$ cat src/rtl/match_sequencer.sv
// Match-flow controller for pong: sequences idle/serve/play/pause/point/over,
// owns both scores and tells the ball object when to freeze and re-serve.
module match_sequencer #(
  parameter int WIN_SCORE = 9,
  parameter int SERVE_MS  = 1000,
  parameter int POINT_MS  = 1500
) (
  input  logic       clk,
  input  logic       reset,
  input  logic       clk_1ms,
  input  logic       start,
  input  logic       pause,
  input  logic       p1_point,
  input  logic       p2_point,
  output logic [2:0] match_state,
  output logic [3:0] p1_score,
  output logic [3:0] p2_score,
  output logic       ball_reset,
  output logic       ball_freeze,
  output logic       serve_dir,
  output logic [1:0] winner
);

  typedef enum logic [2:0] {
    S_IDLE  = 3'd0,
    S_SERVE = 3'd1,
    S_PLAY  = 3'd2,
    S_PAUSE = 3'd3,
    S_POINT = 3'd4,
    S_OVER  = 3'd5
  } state_t;

  localparam logic [3:0]  WIN_Q    = 4'(WIN_SCORE);
  localparam logic [15:0] SERVE_LD = 16'(SERVE_MS);
  localparam logic [15:0] POINT_LD = 16'(POINT_MS);

  state_t      state_q;
  logic [15:0] cnt_q;
  logic        start_q;
  logic        pause_q;
  logic [3:0]  p1_q;
  logic [3:0]  p2_q;
  logic        ball_reset_q;
  logic        freeze_q;
  logic        dir_q;
  logic [1:0]  winner_q;

  logic        start_rise;
  logic        pause_rise;
  logic        cnt_expire;
  logic        p1_at_win;
  logic        p2_at_win;

  assign start_rise = start & ~start_q;
  assign pause_rise = pause & ~pause_q;
  // A parameter of 0 loads 0, which also satisfies "<= 1" and exits on the first tick.
  assign cnt_expire = clk_1ms && (cnt_q <= 16'd1);
  assign p1_at_win  = (p1_q == WIN_Q);
  assign p2_at_win  = (p2_q == WIN_Q);

  always_ff @(posedge clk) begin
    if (!reset) begin
      state_q      <= S_IDLE;
      cnt_q        <= '0;
      start_q      <= 1'b0;
      pause_q      <= 1'b0;
      p1_q         <= '0;
      p2_q         <= '0;
      ball_reset_q <= 1'b0;
      freeze_q     <= 1'b1;
      dir_q        <= 1'b0;
      winner_q     <= 2'd0;
    end else begin
      start_q      <= start;
      pause_q      <= pause;
      ball_reset_q <= 1'b0;
      case (state_q)
        S_IDLE: begin
          freeze_q <= 1'b1;
          if (start_rise) begin
            p1_q         <= '0;
            p2_q         <= '0;
            dir_q        <= 1'b0;
            cnt_q        <= SERVE_LD;
            ball_reset_q <= 1'b1;
            state_q      <= S_SERVE;
          end
        end
        S_SERVE: begin
          if (cnt_expire) begin
            freeze_q <= 1'b0;
            state_q  <= S_PLAY;
          end else if (clk_1ms) begin
            cnt_q <= cnt_q - 16'd1;
          end
        end
        S_PLAY: begin
          if (p1_point) begin
            if (p1_q < WIN_Q) p1_q <= p1_q + 4'd1;
            dir_q    <= 1'b1;
            cnt_q    <= POINT_LD;
            freeze_q <= 1'b1;
            state_q  <= S_POINT;
          end else if (p2_point) begin
            if (p2_q < WIN_Q) p2_q <= p2_q + 4'd1;
            dir_q    <= 1'b0;
            cnt_q    <= POINT_LD;
            freeze_q <= 1'b1;
            state_q  <= S_POINT;
          end else if (pause_rise) begin
            freeze_q <= 1'b1;
            state_q  <= S_PAUSE;
          end
        end
        S_PAUSE: begin
          if (pause_rise) begin
            freeze_q <= 1'b0;
            state_q  <= S_PLAY;
          end
        end
        S_POINT: begin
          if (cnt_expire) begin
            if (p1_at_win || p2_at_win) begin
              winner_q <= p1_at_win ? 2'd1 : 2'd2;
              state_q  <= S_OVER;
            end else begin
              cnt_q        <= SERVE_LD;
              ball_reset_q <= 1'b1;
              state_q      <= S_SERVE;
            end
          end else if (clk_1ms) begin
            cnt_q <= cnt_q - 16'd1;
          end
        end
        S_OVER: begin
          if (start_rise) begin
            p1_q         <= '0;
            p2_q         <= '0;
            winner_q     <= 2'd0;
            dir_q        <= 1'b0;
            cnt_q        <= SERVE_LD;
            ball_reset_q <= 1'b1;
            state_q      <= S_SERVE;
          end
        end
        default: begin
          freeze_q <= 1'b1;
          state_q  <= S_IDLE;
        end
      endcase
    end
  end

  assign match_state = state_q;
  assign p1_score    = p1_q;
  assign p2_score    = p2_q;
  assign ball_reset  = ball_reset_q;
  assign ball_freeze = freeze_q;
  assign serve_dir   = dir_q;
  assign winner      = winner_q;

endmodule

$ cat config.mk
export PLATFORM = sky130hd
export DESIGN_NAME = match_sequencer
export DESIGN_NICKNAME = d
export VERILOG_FILES = /design/src/rtl/match_sequencer.sv
export SDC_FILE = /design/constraint.sdc
export NUM_CORES = 1
export LEC_CHECK = 0
export CORE_AREA = 2 2 71 66
export CTS_BUF_LIST = sky130_fd_sc_hd__clkbuf_8
export CTS_CLUSTER_SIZE = 16
export DETAILED_ROUTE_END_ITERATION = 6
export DIE_AREA = 0 0 73 68
export PLACE_DENSITY = 0.67
export SLEW_MARGIN = 10
export SYNTH_ARGS = -nofsm -noshare
export SYNTH_HDL_FRONTEND = slang
export SYNTH_SLANG_ARGS = --single-unit
$ cat constraint.sdc
create_clock -name clk -period 3.22 [get_ports clk]
set_clock_uncertainty 0.05 [all_clocks]
set_input_delay 0.644 -clock clk [delete_from_list [all_inputs] [get_ports clk]]
set_output_delay 0.644 -clock clk [all_outputs]
set_load 0.1 [all_outputs]
# After elaboration in Yosys (flattened, before gate mapping)
# Index checks and enable logic that the tools add are counted.
# totals
regBits,34
inputBits,7
out_inout_bits,16
elab_cells,102
# classes
n_addsub,3
order_cmp,3
n_eq_ne,22
mux,44
n_bitwise,5
n_reduce_logical,15
# ops
cell,n
16-bit 2-to-1 mux,7
16-bit one-hot mux with 4 select lines,1
3-bit 2-to-1 mux,8
4-bit 2-to-1 mux,6
2-bit != test (second input constant),11
16-bit by 1-bit less-or-equal comparator with 1-bit output (second input constant),1
4-bit one-hot mux with 2 select lines,2
16-bit by 1-bit subtractor with 16-bit output (second input constant),1
3-bit one-hot mux with 5 select lines,1
5-bit AND reduction,3
4-bit AND reduction,3
1-bit 2-to-1 mux,11
4-bit by 1-bit adder with 4-bit output (second input constant),2
4-bit equality test (second input constant),2
4-bit < comparator (second input constant),2
2-bit 2-to-1 mux,4
3-bit by 2-bit equality test with 1-bit output (second input constant),2
3-bit equality test (second input constant),2
3-bit != test (second input constant),2
4-bit != test (second input constant),1
1-bit one-hot mux with 2 select lines,2
1-bit one-hot mux with 4 select lines,1
2-bit one-hot mux with 2 select lines,1
2-bit nonzero test,2
other kinds (10),14

# Logic depth before layout (Yosys ltp)
# Gate-level depths: netlist of the first run.
# depth
word_depth,6
ltp_mapped,10
depth_no_buf,8

# Least setup slack after synthesis of the first run
# OpenSTA, ideal clock, no wires.
# synth_path
kind,register -> register
from,register p1_q[1] (netlist: p1_score[1])
to,register cnt_q[0]
setup_ps,128
t_arrival_ps,2707
required_time_ps,3042
path_slack_ps,334
stages_incl_launch_ff,11
n_path_buf,2
period_less_slack_ps,2886
path_cell_list,dfxtp_1 -> inv_1 -> ha_1 -> nand3b_1 -> a211oi_1 -> o2111a_2 -> buf_6 -> or2_1 -> buf_6 -> o21ai_1 -> nor2_1
# synth_between
elab_chain_len,4
# synth_rtl
element,line,text
start: declaration,41,logic [3:0] p1_q;
start signal: assignment,99,if (p1_q < WIN_Q) p1_q <= p1_q + 4'd1;
4-bit equality test,58,assign p1_at_win = (p1_q == WIN_Q);
1-bit logical OR,123,if (p1_at_win || p2_at_win) begin
3-bit != test (no line),n/a,
5-bit AND reduction (no line),n/a,
end signal: assignment,94,cnt_q <= cnt_q - 16'd1;
end signal: assignment,132,cnt_q <= cnt_q - 16'd1;
end: declaration,38,logic [15:0] cnt_q;
# Every way passes these cells.
# A chain may end at the register's enable or synchronous reset.

# Final worst setup path of the first run
# layout_path
from,input port clk_1ms
to,register cnt_q[2]
# layout_between
elab_chain_len,3
elab_cells_between_ends,8
classes_between,eq/ne (2); mux (4); reduce/logical (2)
# layout_rtl
element,line,text
start: declaration,10,"input logic clk_1ms,"
16-bit 2-to-1 mux / 1-bit logical AND (equally long branches),n/a,
16-bit 2-to-1 mux (tied with other cells),122,if (cnt_expire) begin
16-bit one-hot mux with 4 select lines / 5-bit AND reduction (equally long branches),n/a,
# Several ways; a longest one is shown, not always the timed one. The select of a mux whose other input is x is not followed.

==> results of run 1 <==
[final cells by class]
class	instances	area [um2]	share of cell area, %
clock buffers	6	82.6	3.72
well taps	50	62.6	2.82
multi-input cells	182	1120	50.6
inverters	10	37.5	1.69
flip-flops and latches	34	681	30.6
repair buffers	29	233	10.5
[synth_stat cells, types with 3 or more instances]
cell type,count,area share (%)
xor2_1,3,1.4
xnor2_1,8,3.7
and2_1,3,0.99
a31oi_1,5,1.7
nor3_1,10,2.6
nor2_1,33,6.5
or3_1,6,2.0
inv_1,10,2.0
a21oi_1,16,4.2
nand2_1,20,4.0
nand2b_1,8,2.6
nand3b_1,4,1.6
o211ai_1,3,1.2
o21ai_0,13,3.4
clkbuf_1,3,0.60
dfxtp_1,34,36
ha_1,8,5.3
buf_2,3,0.79
[worst paths after layout]
kind	to	slack, ps	depth (start not counted)
min reg2reg	cnt_q[8]$_SDFFE_PN0P_	440	2
max	cnt_q[2]$_SDFFE_PN0P_	580	8
max reg2reg	cnt_q[2]$_SDFFE_PN0P_	840	9
min	cnt_q[8]$_SDFFE_PN0P_	440	2
[registers in the layout, summed over array words and instances, names as in the netlist, 2 cells and up]
| name | cells |
|---|---|
| cnt_q | 16 |
| match_state | 3 |
| p1_score | 4 |
| p2_score | 4 |
| winner | 2 |
[metal layers]
metal  track usage, %  wire length [um]
met1             25.3              2200
met2             29.1              1850
met3             4.86               189
met4             6.25                47
met5                0                 0
[tightest hold or removal path: stages, from the launching register on]
cell     delay (ps)
dfxtp_1         320
o21ai_0          70
a21oi_1          60
[per-stage QoR]
stage / instance area (um2) / hold slack, ps / total power, mW / setup slack, ps / instances
2_1_floorplan: 1890 / 405 / 1.11 / 334 / 234
3_3_place_gp: 2140 / 433 / 1.26 / 358 / 305
3_5_place_dp: 2140 / 426 / 1.27 / 310 / 305
4_1_cts: 2220 / 441 / 1.58 / 601 / 311
5_1_grt: 2220 / 478 / 1.69 / 507 / 311
6_report: 2220 / 437 / 1.57 / 579 / 311
[power groups by stage]
stage	Sequential, mW	Clock [mW]	Combinational [mW]
after floorplan	0.669	0	0.439
final	0.569	0.301	0.697
after detailed placement	0.575	0	0.693
after CTS	0.567	0.313	0.696
after global routing	0.581	0.335	0.773
after global placement	0.576	0	0.688
[kinds of logic (layout without fill, tap and decap cells)]
kind of cell    Yosys count  after routing
simple gates            106            106
buf+inv                  18             45
compound gates           57             57
fa+ha+maj                 8              8
xor+xnor                 11             11
flops                    34             34
==> qor.csv, run 1 <==
stage;metric;value;unit
status;result of the run;finished, final reports clean;
logic_synthesis;post-synthesis register bit count;34;
cts;count of H-tree levels built during CTS;2;
logic_synthesis;adder-cell share of the synthesized area;5.29;%
min_path;worst hold-check path type;reg2reg;
timing;accumulated negative setup slack;0;ps
cts;clk slew on worst S/H paths;60;ps
die;Ports;23;
cts;library cell used as clock root buffer;clkbuf_8;
logic_synthesis;Avg Synthesized Cell Area;8.08;um2
final_layout;commonest cells after routing, fill and taps aside;dfxtp_1 (34), nor2_1 (33), buf_4 (23);
cts;Longest Clk Path Bufs;2;
routing;DRC Markers;0;
pwr;Net Sw Frac;42.4;%
logic_synthesis;fraction of registers with async set/reset;0;%
final_layout;share of the core filled with cells;51.8;%
routing;number of vias per cell after detailed routing;5.58;
grt;largest net degree at the start of global routing;16;
cts;TritonCTS clock tree;yes;
logic_synthesis;post-synthesis cell area;1890;um2
die;Die W;73;um
pwr;sequential power share;36.3;%
logic_synthesis;net count after synthesis;249;
routing;1st-iter DRT viols;76;
grt;Total Routing Usage GR;18.7;%
final_layout;most frequent standard cell in the layout excluding fill and tap cells;dfxtp_1;
timing;number of setup violations in the final report;0;
die;die height;68;um
critical_path;Largest delay share family, worst path;simple AND/OR/NAND/NOR gates;
critical_path;crit-path cells;clkdlybuf4s50_1 -> or3b_4 -> nor3_4 -> o2111a_2 -> or2_1 -> buf_4 -> nor2_2 -> o31a_1;
critical_path;Crit path buffers/inverters;2;
logic_synthesis;post-synthesis mux area share;0;%
pwr;Power Dens Cells;705;nW/um2
cts;Hold-fix buffers, CTS;0;
final_layout;layout filler cell count;424;
logic_synthesis;Synth Area in Compound Gates;19.9;%
placed_design;detailed placement HPWL;3.14;mm
logic_synthesis;dominant combinational cell family by area after synthesis;simple AND/OR/NAND/NOR gates;
timing;Tightest Pin Transition;508;ps
cts;total clock buffers created by CTS;5;
timing;final cycle utilization of the critical path;82.0;%
timing;f_max;379;MHz
routing;total wire length after detailed routing;4.28;mm
min_path;worst hold path startpoint;cnt_q[8]$_SDFFE_PN0P_;
cts;count of buffers added by post-CTS timing repair for setup;0;
die;Die Footprint;4960;um2
placed_design;GP Congestion;0.826;
timing;number of pins with negative max-slew slack in the final report;0;
timing;Max-Slew Margin vs Limit;66.0;%
critical_path;launch point of the worst path;clk_1ms;
logic_synthesis;leading register cell type out of synthesis;dfxtp_1;
timing;final period demand of the worst path;2640;ps
routing;count of vias placed by the detailed router;1735;
critical_path;Crit-path slowest cell;clkdlybuf4s50_1;
grt;grt ovf;0;
die;Core ar.;4290;um2
logic_synthesis;number of flops mapped to enable cells by yosys;0;
critical_path;CP required;3340;ps
critical_path;critical path peak fanout;6;
critical_path;data arrival time at the worst-slack endpoint;2760;ps
job;max-cap violation count;0;
pwr;peak supply drop;0.000309;V
logic_synthesis;Synth Area in Simple Gates;29.2;%
grt;number of global-route vias before repair;1539;
critical_path;critical setup path kind;in2reg;
routing;router iterations before antenna repair;4;
die;initial standard-cell utilization of the core;44.1;%
grt;antenna violations before repair;0;
pwr;combinational share of power;44.5;%
logic_synthesis;sequential element share of the synthesized area;36.0;%
pwr;internal power consumption;902;uW
critical_path;type of element launching the critical path;input pin;
routing;WL/cell;13.8;um
cts;CTS sink count;34;
logic_synthesis;Synth warnings;0;
pwr;relative contribution of the clock network to total power;19.2;%
cts;post-CTS resize count;0;
timing;unrepaired setup endpoints after global routing;false;
critical_path;largest stage delay on the critical path;480;ps
logic_synthesis;xor and xnor fraction of the mapped netlist area;5.09;%
die;num rows;23;
cts;worst skew pair latency;280;ps
routing;post-route ant nets;0;
logic_synthesis;cell count after synthesis;234;
final_layout;nets@finish;277;
timing;final number of hold-violating endpoints;0;
logic_synthesis;count of distinct cell types in the synthesized netlist;49;
final_layout;ant diodes;0;
final_layout;share of cells above drive strength 1;15.7;%
pwr;cell leakage power;0.861;nW
pwr;Psw;665;uW
critical_path;worst reg2reg path startpoint;cnt_q[0]$_SDFFE_PN0P_;
placed_design;Port Buffers;22;
final_layout;Area Growth Syn to Fin;17.4;%
grt;wire length of the first global-routing pass;7.09;mm
critical_path;Crit. End Element;register;
(Power assumes the default switching activity.)
==> inputs of run 2 (changes only) <==
--- a/config.mk
+++ b/config.mk
@@ -10,7 +10,7 @@
 export CTS_CLUSTER_SIZE = 16
 export DETAILED_ROUTE_END_ITERATION = 6
 export DIE_AREA = 0 0 73 68
-export PLACE_DENSITY = 0.67
+export PLACE_DENSITY = 0.69
 export SLEW_MARGIN = 10
 export SYNTH_ARGS = -nofsm -noshare
 export SYNTH_HDL_FRONTEND = slang
==> constraint.sdc (replaced) <==
create_clock -name clk -period 2.35 [get_ports clk]
set_clock_uncertainty 0.05 [all_clocks]
set_input_delay 0.47 -clock clk [delete_from_list [all_inputs] [get_ports clk]]
set_output_delay 0.47 -clock clk [all_outputs]
set_load 0.1 [all_outputs]
==> run 2 against run 1 <==
Effect of this change: combinational power increased by 59%; utilization is 4.2 points higher; highest routed layer unchanged; total power increased by 46%; final cell count rose by 6.1%; sequential power grew 38%; count of clock-buffer cells in the layout decreased by 1; routed wire length up 6.7%.
==> qor.csv, run 2 (synthesis results as in run 1) <==
stage;metric;value;unit
final_layout;ant diodes;0;
final_layout;nets@finish;294;
die;die height;68;um
grt;grt ovf;0;
timing;final number of hold-violating endpoints;0;
cts;CTS sink count;34;
critical_path;crit-path cells;clkdlybuf4s50_1 -> or3b_4 -> nor3_4 -> nand3_1 -> or4_1 -> a21oi_1;
final_layout;max reg flops;16;
critical_path;Crit. End Element;register;
grt;antenna violations before repair;0;
pwr;cell leakage power;0.968;nW
die;num rows;23;
critical_path;critical setup path kind;in2reg;
job;max-cap violation count;0;
timing;final period demand of the worst path;2250;ps
routing;WL/cell;13.8;um
timing;hold_ws;449;ps
die;Die Footprint;4960;um2
critical_path;Crit-path slowest cell;or4_1;
timing;number of pins with negative max-slew slack in the final report;0;
critical_path;Largest delay share family, worst path;simple AND/OR/NAND/NOR gates;
pwr;Power Dens Cells;956;nW/um2
cts;total clock buffers created by CTS;5;
routing;number of vias per cell after detailed routing;5.51;
critical_path;Crit path buffers/inverters;1;
die;initial standard-cell utilization of the core;44.1;%
critical_path;data arrival time at the worst-slack endpoint;2400;ps
placed_design;detailed placement HPWL;3.34;mm
placed_design;Port Buffers;22;
routing;post-route ant nets;0;
final_layout;Area Growth Syn to Fin;26.9;%
routing;total wire length after detailed routing;4.57;mm
cts;worst skew pair latency;290;ps
critical_path;critical path peak fanout;5;
timing;Max-Slew Margin vs Limit;70.6;%
grt;number of global-route vias before repair;1610;
placed_design;post-detailed-placement cell area;2260;um2
pwr;peak supply drop;0.000409;V
status;result of the run;finished, final reports clean;
cts;clk slew on worst S/H paths;70;ps
critical_path;CP required;2500;ps
timing;number of setup violations in the final report;0;
timing;unrepaired setup endpoints after global routing;false;
die;Core ar.;4290;um2
placed_design;worst setup timing slack at the placement stage;-310;ps
final_layout;commonest cells after routing, fill and taps aside;buf_4 (40), nor2_1 (32), dfxtp_1 (23);
final_layout;most frequent standard cell in the layout excluding fill and tap cells;buf_4;
routing;DRC Markers;0;
timing;Tightest Pin Transition;441;ps
die;Ports;23;
cts;library cell used as clock root buffer;clkbuf_8;
grt;Total Routing Usage GR;19.9;%
critical_path;type of element launching the critical path;input pin;
grt;largest net degree at the start of global routing;15;
final_layout;fin area;2400;um2
routing;router iterations before antenna repair;4;
timing;smallest setup slack after layout;101;ps
timing;final cycle utilization of the critical path;95.7;%
final_layout;share of cells above drive strength 1;27.1;%
routing;1st-iter DRT viols;139;
cts;TritonCTS clock tree;yes;
final_layout;register containing the most flip-flops in the final layout;cnt_q;
routing;count of vias placed by the detailed router;1818;
cts;count of H-tree levels built during CTS;2;
timing;f_max;445;MHz
placed_design;GP Congestion;0.840;
critical_path;largest stage delay on the critical path;530;ps
die;Die W;73;um
cts;Longest Clk Path Bufs;2;
grt;wire length of the first global-routing pass;7.66;mm
min_path;worst hold-check path type;reg2reg;
==> run 2: cell count changes in the layout (fill, tap and decap cells not counted), sizes merged <==
| cell | before | now |
|---|---|---|
| buf | 23 | 40 |
| inv | 10 | 13 |
| clkbuf | 6 | 5 |
==> run 2: area by class of cell <==
| type | instances | area (um2) |
|---|---|---|
| Multi-Input combinational cell | 182 | 1160 |
| Sequential cell | 34 | 699 |
| Timing Repair Buffer | 46 | 360 |
| Fill cell | 400 | 1890 |
| Tap cell | 50 | 62.6 |
| Inverter | 10 | 37.5 |
| Clock inverter | 3 | 11.3 |
| Clock buffer | 5 | 68.8 |
==> run 2: metal layers <==
metal	track usage [%]	up-vias	routed length, um
li1	-	918	-
met1	28.8	849	2330
met2	28.9	44	1960
met3	4.12	7	199
met4	6.94	0	70
met5	0	-	0
==> run 2: worst paths after layout <==
kind	from	end	slack [ps]	depth (start not counted)
max	clk_1ms	winner[0]$_SDFFE_PN0P_	100	6
min	cnt_q[9]$_SDFFE_PN0P_	cnt_q[9]$_SDFFE_PN0P_	450	2
max reg2reg	cnt_q[0]$_SDFFE_PN0P_	cnt_q[4]$_SDFFE_PN0P_	100	10
min reg2reg	cnt_q[9]$_SDFFE_PN0P_	cnt_q[9]$_SDFFE_PN0P_	450	2
==> run 2: through the flow <==
step / power (mW) / cells / setup TNS, ps / util, %
5_1_grt: 2.46 / 330 / 0 / 56.0
3_3_place_gp: 1.81 / 319 / -3290 / 52.8
3_5_place_dp: 1.82 / 319 / -4320 / 52.8
6_report: 2.30 / 330 / 0 / 56.0
2_1_floorplan: 1.52 / 234 / 0 / -
4_1_cts: 2.24 / 327 / 0 / 54.8
==> run 2: power breakdown <==
part           switching [mW]  leakage (nW)  internal [mW]
sequential              0.118         0.283          0.669
combinational           0.655         0.633          0.451
clock                   0.205        0.0519          0.197
total                   0.978         0.968           1.32
==> run 2: worst register-to-register path, delay by kind of cell, from the launching register on <==
family / cells / cell delay, ps
simple gates: 3 / 620
flops: 1 / 430
fa+ha+maj: 1 / 210
buf+inv: 4 / 470
compound gates: 2 / 390
==> run 2: what timing repair did <==
action                                  in CTS  in global routing
resized for setup                            1                  8
gates cloned                                 0                  0
hold endpoints to repair                     0                  0
pin swaps                                    0                  2
hold buffers                                 0                  0
setup buffers                                0                  3
endpoints found under the setup margin       1                 19
==> inputs of run 3 (changes only) <==
--- a/config.mk
+++ b/config.mk
@@ -5,6 +5,7 @@
 export SDC_FILE = /design/constraint.sdc
 export NUM_CORES = 1
 export LEC_CHECK = 0
+export ABC_CLOCK_PERIOD_IN_PS = 2350
 export CORE_AREA = 2 2 71 66
 export CTS_BUF_LIST = sky130_fd_sc_hd__clkbuf_8
 export CTS_CLUSTER_SIZE = 16
==> results of run 3 <==
No change in the layout: final DEF, timing and power equal those of run 2.
